==> src/rtl/card_port_arbiter.sv <==
// Port-B owner for the 16-entry card RAM: round-robin write/read arbitration plus a
// board-clear sweep that fills every location with one latched value.
module card_port_arbiter #(
   parameter int unsigned ADDR_W = 4,
   parameter int unsigned DATA_W = 6
) (
   input  logic              clk,
   input  logic              reset_bar,
   input  logic              wr_req,
   input  logic [ADDR_W-1:0] wr_addr,
   input  logic [DATA_W-1:0] wr_data,
   output logic              wr_gnt,
   input  logic              rd_req,
   input  logic [ADDR_W-1:0] rd_addr,
   output logic              rd_gnt,
   output logic [DATA_W-1:0] rd_data,
   output logic              rd_valid,
   input  logic              clr_start,
   input  logic [DATA_W-1:0] clr_data,
   output logic              clr_busy,
   output logic              clr_done,
   output logic              mem_we,
   output logic [ADDR_W-1:0] mem_addr,
   output logic [DATA_W-1:0] mem_din,
   input  logic [DATA_W-1:0] mem_dout
);

   typedef enum logic [0:0] {StArb, StClear} state_t;

   state_t            state_q;
   logic              last_rd_q;
   logic              rd_pend_q;
   logic [DATA_W-1:0] clr_val_q;

   logic wr_elig, rd_elig, pick_wr, pick_rd, sweep_last, arb_now;

   // A requester whose grant is still showing cannot be granted again this edge.
   assign wr_elig    = wr_req & ~wr_gnt;
   assign rd_elig    = rd_req & ~rd_gnt;
   assign pick_wr    = wr_elig & (~rd_elig | last_rd_q);
   assign pick_rd    = rd_elig & (~wr_elig | ~last_rd_q);
   assign sweep_last = &mem_addr;
   // Arbitration runs in ARB (unless a clear starts) and on the final sweep edge.
   assign arb_now    = ((state_q == StArb) && !clr_start) || ((state_q == StClear) && sweep_last);

   always_ff @(posedge clk) begin
      if (!reset_bar) begin
         state_q   <= StArb;
         last_rd_q <= 1'b1;
         rd_pend_q <= 1'b0;
         clr_val_q <= '0;
         wr_gnt    <= 1'b0;
         rd_gnt    <= 1'b0;
         rd_valid  <= 1'b0;
         rd_data   <= '0;
         clr_busy  <= 1'b0;
         clr_done  <= 1'b0;
         mem_we    <= 1'b0;
         mem_addr  <= '0;
         mem_din   <= '0;
      end else begin
         // Read return path: RAM samples the address one edge after the grant,
         // its output is captured on the following edge.
         rd_pend_q <= rd_gnt;
         rd_valid  <= rd_pend_q;
         if (rd_pend_q) begin
            rd_data <= mem_dout;
         end

         wr_gnt   <= 1'b0;
         rd_gnt   <= 1'b0;
         mem_we   <= 1'b0;
         clr_done <= 1'b0;

         case (state_q)
            StArb: begin
               if (clr_start) begin
                  clr_val_q <= clr_data;
                  state_q   <= StClear;
                  clr_busy  <= 1'b1;
                  mem_we    <= 1'b1;
                  mem_addr  <= '0;
                  mem_din   <= clr_data;
               end
            end
            StClear: begin
               if (sweep_last) begin
                  state_q  <= StArb;
                  clr_busy <= 1'b0;
                  clr_done <= 1'b1;
               end else begin
                  mem_we   <= 1'b1;
                  mem_addr <= mem_addr + {{(ADDR_W-1){1'b0}}, 1'b1};
                  mem_din  <= clr_val_q;
               end
            end
            default: state_q <= StArb;
         endcase

         if (arb_now) begin
            if (pick_wr) begin
               wr_gnt    <= 1'b1;
               mem_we    <= 1'b1;
               mem_addr  <= wr_addr;
               mem_din   <= wr_data;
               last_rd_q <= 1'b0;
            end else if (pick_rd) begin
               rd_gnt    <= 1'b1;
               mem_addr  <= rd_addr;
               last_rd_q <= 1'b1;
            end
         end
      end
   end

endmodule
==> config.mk <==
export PLATFORM = sky130hd
export DESIGN_NAME = card_port_arbiter
export DESIGN_NICKNAME = d
export VERILOG_FILES = /design/src/rtl/card_port_arbiter.sv
export SDC_FILE = /design/constraint.sdc
export NUM_CORES = 1
export LEC_CHECK = 0
export CAP_MARGIN = 30
export CORE_MARGIN = 5
export CORE_UTILIZATION = 46
export DETAILED_ROUTE_END_ITERATION = 8
export PLACE_DENSITY = 0.82
export REMOVE_ABC_BUFFERS = 1
export SLEW_MARGIN = 20
export SYNTH_ARGS = -nofsm -noshare
export SYNTH_HDL_FRONTEND = slang
export SYNTH_SLANG_ARGS = --single-unit
==> constraint.sdc <==
create_clock -name clk -period 4.5 [get_ports clk]
set_input_delay 0.9 -clock clk [delete_from_list [all_inputs] [get_ports clk]]
set_output_delay 0.9 -clock clk [all_outputs]
set_load 0.1 [all_outputs]
* Yosys cells after proc, flatten, opt, wreduce, memory -nomap -nowiden
Cells that the tools add are included.
Word-level totals: bits in registers 31, latch bits 0, memory bits (writable) 0, bits in read-only memories 0, output and inout bits 22, word-level logic and storage cells 66, memories kept 0
Cells by class: $add $sub $neg 1, multipliers 0, divide/modulo/power cells 0, magnitude comparators 0, eq/ne operators 2, shift-type cells 0, muxes and demuxes 24, bitwise gates (word level) 14, reduce and logical (&&, ||, !) cells 12
Operator list (number):
- $mux 6 | 4
- $mux 4 | 5
- $pmux 6 s2 | 1
- $mux 1 | 11
- $reduce_and 2->1 | 5
- $not 1->1 | 8
- $pmux 4 s2 | 1
- $add 4x1->4 const B | 1
- $and 1x1->1 | 4
- $pmux 1 s2 | 2
- $reduce_and 4->1 | 1
- $reduce_or 3->1 | 1
- $logic_and 1x1->1 | 2
- $ne 2x1->1 const B | 1
- $ne 2x2->1 const B | 1
- $or 1x1->1 | 2
- $reduce_bool 2->1 | 1
- $logic_not 1->1 | 1
- $logic_or 1x1->1 | 1

* Depth between registers and ports, before layout
word-level depth 8, mapped depth 7, depth with buffers taken out 5

* Least setup slack after synthesis
No wires, ideal clock.
path kind register to register, start point register mem_addr[0], end point register mem_addr[0], library setup time 0.114 ns, arrival 2.288 ns, required time 4.386 ns, path slack 2.098 ns, cell stages (with the launch flop) 7, period minus slack after synthesis 2.402 ns, cells stage by stage dfxtp_1 -> ha_1 -> clkbuf_2 -> and3_1 -> xnor2_1 -> a311o_1 -> a21o_1
On the way: longest elaborated chain between the ends 6, elaborated cells between the ends (all ways) 10, those cells by class add/sub: 1; mux: 6; reduce/logical: 3
RTL lines:
- start: declaration | RTL line 23 | output logic [ADDR_W-1:0] mem_addr,
- start signal: assignment | RTL line 93 | mem_addr <= mem_addr + {{(ADDR_W-1){1'b0}}, 1'b1};
- start signal: assignment | RTL line 104 | mem_addr <= wr_addr;
- start signal: assignment | RTL line 109 | mem_addr <= rd_addr;
- $add 4x1->4 / $reduce_and 4->1 (equally long branches) | RTL line 93, 42
- $mux 4 | RTL line 87 | if (sweep_last) begin
- $pmux 4 s2 | RTL line 75 | case (state_q)
- $mux 4 | RTL line 107 | end else if (pick_rd) begin
- $mux 4 | RTL line 101 | if (pick_wr) begin
- $mux 4 * | RTL line 100 | if (arb_now) begin
Every way passes the cells marked *; elsewhere a longest branch is shown, timed or not. A chain may end at the register's enable or synchronous reset.

* Worst setup path in the final report
start point register mem_addr[2], end point output mem_addr[2]
No word-level cell between the ends.

==> reports/qor.csv <==
metric,value,unit
outcome,"finished, final reports clean",
first-pass GRT wire length,6.320,mm
unrepaired setup endpoints after global routing,no,
Area after DPL,0.001916,sq mm
Vias,1404,
# nets final,246,
Tot GR Track Use,19.18,%
clk slew on worst S/H paths,0.10,ns
worst path required time,3.60,ns
antenna violations before repair,0,
number of buffers created by CTS,5,
WL final,3.833,mm
post-route ant nets,0,
Hold WC Path Type,reg2reg,
Async SR Flop Fraction,0,%
Overflow after GRT,0,
sequential-to-total area share from yosys stat,44.56,%
row cnt,20,
final hold viol count,0,
"slowest stage delay, CP",1.20,ns
"Buf+Inv Stages, Crit Path",1,
HPWL after DPL,2.834,mm
"commonest non-fill, non-tap cell in the layout",clkdlybuf4s50_1,
slew of the pin with the lowest slew margin,0.9924,ns
crit path max fanout,11,
Iter 0 DRT Violations,110,
setup TNS,0,ns
Std-Cell Core Area,0.002978,sq mm
R2R depth,5,
startpoint type of the worst setup path,flop,
I/O Pins,53,
WL/cell,15.46,um
Die X,65.02,um
hold path cells,2,
Max-cap violations,0,
VDD IR max,0.0002322,V
htree depth,2,
clock skew,0.007460,ns
"Clk Latency, worst-skew pair",0.33,ns
Synth cell types,40,
hold_buf cts,0,
residual DRC count,0,
vias per inst,5.661,
Fmax,0.3391,GHz
CTS tree,yes,
Slew HR,33.63,%
most frequent cells in the layout,"52 x clkdlybuf4s50_1, 31 x dfxtp_1, 19 x nor2_1",
Port Buffers,52,
Post-CTS Resized,0,
cell count after synthesis,163,
Initial Util,46.76,%
setup violators final,0,
CTS root buffer,clkbuf_4,
clock sinks,31,
largest net degree at the start of global routing,23,
Die Span Y,65.02,um
DRT Pass-1 Iters,4,
layout cells sized above 1,6.047,%
YS warnings,0,
final worst setup slack,1.551,ns
die area,0.004228,sq mm
Hold Startpoint,clr_val_q[2]$_SDFFE_PN0P_,
Final Cell Area,0.001988,sq mm
CP top delay family,buffers and inverters,
Yosys reg bits,31,
Leak Pwr,0.0007129,uW
postcts setup bufs,0,
final antenna diode count,0,
CP max stage cell,clkdlybuf4s50_1,
clock period minus worst slack,2.949,ns
Cell Pwr Density,332.2,mW/mm^2
vias in the first global route,1418,
Mapped Area,0.001393,sq mm
P&R area growth vs syn,42.77,%
CP Launch Point,mem_addr[2]$_SDFF_PN0_,
syn avg cell area,8.543,sq um
Placer Congestion,0.8993,
Longest Clk Path Bufs,2,
worst setup path class,reg2out,
Setup crit end kind,output pin,
"critical path, cell by cell",clkdlybuf4s50_1,
post-place setup slack,1.915,ns
max-slew violations,0,
top_reg_cell synth,dfxtp_1,
Reg2Reg Launch Point,mem_addr[0]$_SDFF_PN0_,
CP arrival,2.05,ns
Post-synth EDFFs,0,
fin crit share,65.52,%
WP depth,1,
==> cell type report <==
| class | count | area [sq um] |
|---|---|---|
| clock buffers | 7 | 65.06 |
| inverters | 4 | 15.01 |
| flip-flops and latches | 31 | 620.6 |
| well taps | 33 | 41.29 |
| fillers | 252 | 989.7 |
| repair buffers | 53 | 528.0 |
| multi-input cells | 119 | 710.7 |
| clock inverters | 1 | 7.507 |
==> flip-flops by register name (all words and copies together) (netlist names), 4 cells and up <==
register	flops
clr_val_q	6
mem_addr	4
mem_din	6
rd_data	6
==> per-stage QoR <==
stage / hold WS [ns] / cells / util (%) / power (uW)
floorplan: 0.4366 / 154 / - / 415.8
global placement: 0.4410 / 240 / 64.33 / 474.9
detailed placement: 0.4513 / 240 / 64.33 / 477.2
CTS: 0.4656 / 248 / 66.76 / 663.7
global route: 0.4876 / 248 / 66.76 / 689.2
finish: 0.4645 / 248 / 66.76 / 660.5
==> worst register-to-register path, delay by kind of cell (launching register included) <==
family	cells	cell delay, ns
AND/OR/NAND/NOR	3	0.74
AO/OA/AOI/OAI	1	0.28
flip-flops	1	0.40
adder cells (fa/ha/maj)	1	0.33
==> power breakdown <==
part / switching [uW] / internal (uW) / total (uW)
clock network: 97.6 / 91.2 / 189
registers: 14.2 / 288 / 302
logic: 110 / 58.9 / 169
==> cell families (layout without fill, tap and decap cells) <==
group,count (synthesis),count (layout),synth area share [%]
AO/OA/AOI/OAI,41,41,20.31
XOR/XNOR,2,2,1.258
AND/OR/NAND/NOR,69,69,24.26
adder cells (fa/ha/maj),1,1,0.8983
buffers and inverters,13,65,4.401
multiplexers,6,6,4.313
flip-flops,31,31,44.56
==> synth_stat cells, types with 3 or more instances <==
cell type  count  area share (%)
a21oi_1       12             4.3
a311oi_1       6             3.8
buf_2          3             1.1
clkbuf_1       3            0.81
dfxtp_1       31              45
inv_1          4             1.1
mux2i_1        6             4.3
nand2_1       16             4.3
nand3_1       10             3.6
nor2_1        19             5.1
nor2b_1        3             1.3
nor3_1         7             2.5
o21ai_0       10             3.6
==> final timing paths <==
path,endpoint,slack (ns)
worst min-delay path,clr_val_q[2]$_SDFFE_PN0P_,0.46
worst max register to register,mem_din[0]$_SDFF_PN0_,2.64
worst min register to register,clr_val_q[2]$_SDFFE_PN0P_,0.46
worst max-delay path,mem_addr[2],1.55
==> per-layer routing <==
metal,vias to the layer above,wire [um],global-route usage [%]
met3,6,289,7.279
met1,648,1587,22.67
met4,0,44,6.736
li1,693,-,-
met5,-,0,0
met2,57,1912,31.67
(Power assumes the default switching activity.)
